===== config.mk =====
export PLATFORM = sky130hd
export DESIGN_NAME = flash_arb
export DESIGN_NICKNAME = d
export VERILOG_FILES = /design/src/rtl/flash_arb_pkg.sv /design/src/rtl/flash_arb_rr.sv /design/src/rtl/flash_arb.sv
export SDC_FILE = /design/constraint.sdc
export NUM_CORES = 1
export LEC_CHECK = 0
export BUFFER_PORTS_ARGS = -buffer_cell sky130_fd_sc_hd__buf_4
export CORE_AREA = 2 2 146 148
export DETAILED_ROUTE_END_ITERATION = 8
export DIE_AREA = 0 0 148 150
export PLACE_DENSITY = 0.44
export SETUP_SLACK_MARGIN = 0.3
export SLEW_MARGIN = 20
export SYNTH_ARGS = -nofsm -noshare
export SYNTH_HDL_FRONTEND = slang
export SYNTH_SLANG_ARGS = --single-unit

===== constraint.sdc =====
create_clock -name clk_i -period 6.65 [get_ports clk_i]
set_clock_uncertainty 0.1 [all_clocks]
set_input_delay 1.33 -clock clk_i [delete_from_list [all_inputs] [get_ports clk_i]]
set_output_delay 1.33 -clock clk_i [all_outputs]
set_load 0.01 [all_outputs]

===== src/rtl/flash_arb_pkg.sv =====
// Shared types and constants for the two-requester flash arbiter.
package flash_arb_pkg;

  // Arbiter FSM encoding; IDLE is zero so a reset state reads as 0 on the debug port.
  typedef enum logic [1:0] {
    IDLE     = 2'd0,
    WAIT_RSP = 2'd1,
    ERR_RSP  = 2'd2
  } state_e;

  // Response error codes returned on rk_rerror_o.
  localparam logic [1:0] ERR_NONE    = 2'b00;
  localparam logic [1:0] ERR_WP      = 2'b01;
  localparam logic [1:0] ERR_TIMEOUT = 2'b10;

endpackage


===== src/rtl/flash_arb_rr.sv =====
// Two-way round-robin picker: a one-bit pointer naming the preferred
// requester plus a combinational winner. The pointer moves to the loser
// on every accepted grant.
module flash_arb_rr (
  input  logic       clk_i,
  input  logic       rst_ni,
  input  logic [1:0] req_i,
  input  logic       advance_i,
  output logic       win_o,
  output logic       ptr_o
);

  logic ptr_q;

  // Winner: a lone requester wins outright, a tie goes to the pointer.
  always_comb begin
    win_o = 1'b0;
    case (req_i)
      2'b01:   win_o = 1'b0;
      2'b10:   win_o = 1'b1;
      2'b11:   win_o = ptr_q;
      default: win_o = 1'b0;
    endcase
  end

  // Pointer hands preference to the requester that did not just win.
  always_ff @(posedge clk_i or negedge rst_ni) begin
    if (!rst_ni) begin
      ptr_q <= 1'b0;
    end else if (advance_i) begin
      ptr_q <= ~win_o;
    end
  end

  assign ptr_o = ptr_q;

endmodule


===== src/rtl/flash_arb.sv =====
// Flash arbiter: two requesters share one flash port with a single
// outstanding transaction. Writes into the protected window are refused
// without touching the flash; missing responses time out.
//
// Handshake: rk_gnt_o is combinational and only asserted in IDLE; a request
// is accepted in the cycle rk_req_i && rk_gnt_o are both high, and the
// requester's command inputs are sampled in that same cycle. The response
// is a single-cycle rk_rvalid_o strobe with rk_rdata_o/rk_rerror_o valid
// alongside it; there is no back-pressure on responses.
module flash_arb
  import flash_arb_pkg::*;
#(
  parameter int Aw            = 13,
  parameter int Dw            = 32,
  parameter int TimeoutCycles = 16
) (
  input  logic          clk_i,
  input  logic          rst_ni,
  // requester 0
  input  logic          r0_req_i,
  output logic          r0_gnt_o,
  input  logic          r0_we_i,
  input  logic [Aw-1:0] r0_addr_i,
  input  logic [Dw-1:0] r0_wdata_i,
  input  logic [Dw-1:0] r0_wmask_i,
  output logic [Dw-1:0] r0_rdata_o,
  output logic          r0_rvalid_o,
  output logic [1:0]    r0_rerror_o,
  // requester 1
  input  logic          r1_req_i,
  output logic          r1_gnt_o,
  input  logic          r1_we_i,
  input  logic [Aw-1:0] r1_addr_i,
  input  logic [Dw-1:0] r1_wdata_i,
  input  logic [Dw-1:0] r1_wmask_i,
  output logic [Dw-1:0] r1_rdata_o,
  output logic          r1_rvalid_o,
  output logic [1:0]    r1_rerror_o,
  // flash side
  output logic          f_cs_o,
  output logic          f_we_o,
  output logic [Aw-1:0] f_addr_o,
  output logic [Dw-1:0] f_wdata_o,
  output logic [Dw-1:0] f_wmask_o,
  input  logic [Dw-1:0] f_rdata_i,
  input  logic          f_dvalid_i,
  // write protection window (inclusive)
  input  logic          wp_en_i,
  input  logic [Aw-1:0] wp_lo_i,
  input  logic [Aw-1:0] wp_hi_i,
  // debug: current FSM state
  output logic [1:0]    state_o
);

  localparam int CntW = (TimeoutCycles > 1) ? $clog2(TimeoutCycles) : 1;
  localparam logic [CntW-1:0] CntMax = CntW'(TimeoutCycles - 1);

  state_e          state_q;
  logic            owner_q;
  logic [CntW-1:0] cnt_q;

  logic            win;
  logic            ptr_unused;
  logic            grant;
  logic            sel_we;
  logic [Aw-1:0]   sel_addr;
  logic [Dw-1:0]   sel_wdata;
  logic [Dw-1:0]   sel_wmask;
  logic            wp_hit;
  logic            timeout;
  logic            rsp_valid;
  logic [1:0]      rsp_err;
  logic [Dw-1:0]   rsp_data;

  flash_arb_rr u_rr (
    .clk_i     (clk_i),
    .rst_ni    (rst_ni),
    .req_i     ({r1_req_i, r0_req_i}),
    .advance_i (grant),
    .win_o     (win),
    .ptr_o     (ptr_unused)
  );

  // Grants exist only in IDLE and are forced low while reset is held.
  assign grant    = rst_ni && (state_q == IDLE) && (r0_req_i || r1_req_i);
  assign r0_gnt_o = grant && !win;
  assign r1_gnt_o = grant &&  win;

  // Command of the current winner.
  always_comb begin
    sel_we    = win ? r1_we_i    : r0_we_i;
    sel_addr  = win ? r1_addr_i  : r0_addr_i;
    sel_wdata = win ? r1_wdata_i : r0_wdata_i;
    sel_wmask = win ? r1_wmask_i : r0_wmask_i;
  end

  // Protection covers writes only; reads inside the window pass through.
  assign wp_hit = wp_en_i && sel_we && (wp_lo_i <= sel_addr) && (sel_addr <= wp_hi_i);

  // Flash command is presented only in the accepting cycle, zero otherwise.
  always_comb begin
    f_cs_o    = grant && !wp_hit;
    f_we_o    = f_cs_o ? sel_we    : 1'b0;
    f_addr_o  = f_cs_o ? sel_addr  : '0;
    f_wdata_o = f_cs_o ? sel_wdata : '0;
    f_wmask_o = f_cs_o ? sel_wmask : '0;
  end

  assign timeout = (cnt_q == CntMax);

  // Response generation; dvalid is only looked at while waiting.
  always_comb begin
    rsp_valid = 1'b0;
    rsp_err   = ERR_NONE;
    rsp_data  = '0;
    case (state_q)
      WAIT_RSP: begin
        if (f_dvalid_i) begin
          rsp_valid = 1'b1;
          rsp_data  = f_rdata_i;
        end else if (timeout) begin
          rsp_valid = 1'b1;
          rsp_err   = ERR_TIMEOUT;
        end
      end
      ERR_RSP: begin
        rsp_valid = 1'b1;
        rsp_err   = ERR_WP;
      end
      default: ;
    endcase
  end

  // Route the response to the owner only; the other requester sees zeros.
  always_comb begin
    r0_rvalid_o = rsp_valid && !owner_q;
    r1_rvalid_o = rsp_valid &&  owner_q;
    r0_rerror_o = r0_rvalid_o ? rsp_err  : 2'b00;
    r1_rerror_o = r1_rvalid_o ? rsp_err  : 2'b00;
    r0_rdata_o  = r0_rvalid_o ? rsp_data : '0;
    r1_rdata_o  = r1_rvalid_o ? rsp_data : '0;
  end

  // Transaction FSM: owner and wait counter are captured on grant.
  always_ff @(posedge clk_i or negedge rst_ni) begin
    if (!rst_ni) begin
      state_q <= IDLE;
      owner_q <= 1'b0;
      cnt_q   <= '0;
    end else begin
      case (state_q)
        IDLE: begin
          if (grant) begin
            owner_q <= win;
            cnt_q   <= '0;
            state_q <= wp_hit ? ERR_RSP : WAIT_RSP;
          end
        end
        WAIT_RSP: begin
          if (f_dvalid_i || timeout) begin
            state_q <= IDLE;
            cnt_q   <= '0;
          end else begin
            cnt_q <= cnt_q + 1'b1;
          end
        end
        ERR_RSP: state_q <= IDLE;
        default: state_q <= IDLE;
      endcase
    end
  end

  assign state_o = state_q;

endmodule


==> impl_metrics.ini <==
[critical_path]
worstPathArrival_ps = 4630
r2r_end = state_o[1]
endpoint = f_wdata_o[10]
cp_max_fo = 79
cp.required_ps = 5220
ff2ff_path_depth = 12
timing.rr.start = u_rr.ptr_o
startpoint = r1_req_i
cp-start-kind = input pin
critPathCaptureType = output pin
critPathKind = in -> out
r2r_slack_ps = 3220

[sta]
hold_viol_final = 0
whs_ps = 396
rsz0062_at_grt = no
worstMarginPinSlew_ps = 735
post-route-period-util_pct = 91.1
max_freq_mhz = 165
slew_headroom_pct = 51.0
slew_violations = 0
post-route-min-period_ps = 6060
tns_ps = 0
finalSetupViolations = 0

[placed_design]
portBuffers = 372
place_hpwl_mm = 13.9
globalplace.congestion = 0.782

[drt]
drt-total-wl_mm = 16.3
drc = 0
avgViaCountPerCell = 3.97
ant_nets = 0
drt_iter0_markers = 128
drt_first_pass_iters = 4
wl_per_cell_um = 14.4
num_vias = 4473

[global_route]
overflow = 0
grt_pass1_wl_mm = 22.9
grt_max_degree = 80
antenna_found_initial = 1
track_usage_pct = 13.0
first_global_vias = 4308

[logic_synthesis]
synth_compound_area_share_pct = 22.0
syn_nets = 756
ys_seq_elements = 8
ys.warnings.count = 0
synth_top_family_by_area = simple AND/OR/NAND/NOR gates
yosys_most_used_dff = dfrtp_1
syn_area_um2 = 2690
synth_mux_area_share_pct = 5.63
synth_most_common_cell = nand2_1
synth_top_area_share_pct = 23.6
yosysTopAreaCell = nand2_1
yosys-top-cells-area = nand2_1 24%, a21oi_1 14%, ha_1 14%, nor2_1 12%, dfrtp_1 7.4%
synthAdderAreaFrac_pct = 14.0
synthArstFlopShare_pct = 100
synthXorXnorAreaFrac_pct = 0
syn_area_per_cell_um2 = 5.32
seq_area_frac_synth_pct = 7.44
synth_edf_count = 0
synth-simple-area-share_pct = 40.7
ys_top_cells_by_count = 169 x nand2_1, 86 x nor2_1, 77 x a21oi_1
syn_inst = 506
ys_types = 39

[cts]
hold_buffers = 0
cts.repair.resized = 0
clock-sinks = 8
clk_pin_slew_ps = 40
numCtsBuffers = 3
clk_latency_ps = 230
htreeDepth = 1
cts-root-buf = clkbuf_16
clockBufferDepth = 2
cts_setup_buffers = 0
tritoncts = done

[floorplan]
core_um2 = 20700
dieArea_um2 = 22200
fp.dieH_um = 150
io_pins = 373
die_w_um = 148
start_util_pct = 13.0
core.rowCount = 53

[final_layout]
num-fill-cells = 2372
layout-drive-gt1-share_pct = 45.6
syn2layout_area_growth_pct = 117
nNetsFinal = 1103

[power]
p_leak_nw = 3.19
irDropWorstVdd_uv = 84.7
power_density_nw_per_um2 = 147

[job]
cap_violations = 0

[run_status]
status = finished, final reports clean

[min_path]
min-delay-path-class = reg -> reg
==> where the power goes <==
group | total, mW | internal [mW] | leakage [nW] | switching (mW)
registers | 0.0768 | 0.0618 | 0.105 | 0.0150
logic | 0.682 | 0.305 | 3.05 | 0.376
clock network | 0.102 | 0.0776 | 0.0370 | 0.0245
total | 0.860 | 0.445 | 3.19 | 0.416
==> state kept, by name (all words and copies together), names as in the netlist <==
register / flops
cnt_q: 4
owner_q: 1
state_o: 2
u_rr.ptr_o: 1
==> through the flow <==
step	setup WS [ps]	area (um2)	total power [mW]	utilization, %	cells
4_1_cts	580	5830	0.876	28.2	1126
5_1_grt	361	5840	0.942	28.2	1127
2_1_floorplan	1080	2690	0.433	-	506
6_report	591	5840	0.860	28.2	1127
3_3_place_gp	565	5760	0.775	27.8	1123
3_5_place_dp	591	5760	0.769	27.8	1123
==> worst min path at each step <==
stage,startpoint,end,slack (ps),depth (start not counted)
4_1_cts,cnt_q[3],cnt_q[3],400,1
3_3_place_gp,cnt_q[3],cnt_q[3],380,1
6_report,cnt_q[3],cnt_q[3],400,1
3_5_place_dp,cnt_q[3],cnt_q[3],390,1
2_1_floorplan,cnt_q[3],cnt_q[3],350,1
5_1_grt,cnt_q[3],cnt_q[3],440,1
==> routing by layer <==
| layer | wire length (um) | track usage, % | vias to the layer above |
|---|---|---|---|
| li1 | - | - | 2327 |
| met1 | 6560 | 15.1 | 1923 |
| met2 | 8420 | 25.3 | 217 |
| met3 | 1190 | 2.41 | 6 |
| met4 | 93 | 1.62 | 0 |
| met5 | 0 | 0 | - |
==> area by class of cell <==
cell class	count	area (um2)	area share (%)
repair buffers	377	2840	48.7
multi-input cells	426	2230	38.3
well taps	275	344	5.89
flip-flops and latches	8	200	3.43
inverters	37	139	2.38
clock buffers	3	75.1	1.29
diodes	1	2.50	0.0429
==> kinds of logic after synthesis <==
kind of cell,after synthesis
simple gates,278
mux,15
buf+inv,72
fa+ha+maj,30
compound gates,103
flops,8
==> placed cells by master, fill, tap and decap left out, types with 2 or more instances in the layout <==
master,count
buf_4,376
nand2_1,169
nor2_1,86
a21oi_1,77
inv_1,37
ha_1,30
mux2i_1,14
dfrtp_1,8
o21ai_0,7
nand3_1,5
nand4_1,4
nand2b_1,3
a21o_1,3
nor2b_1,3
clkbuf_16,3
nor3_1,2
==> critical path, stage by stage <==
cell and delay, ps:
buf_4 110, a21boi_4 470, buf_4 260, mux2i_1 320
inv_1 80, ha_1 290, a21o_1 180, a21oi_1 120
o21ai_0 90, a311o_1 320, o31ai_4 290, buf_12 310
a21oi_1 160, buf_4 180
Note: power is estimated with default switching activity, not from simulation.
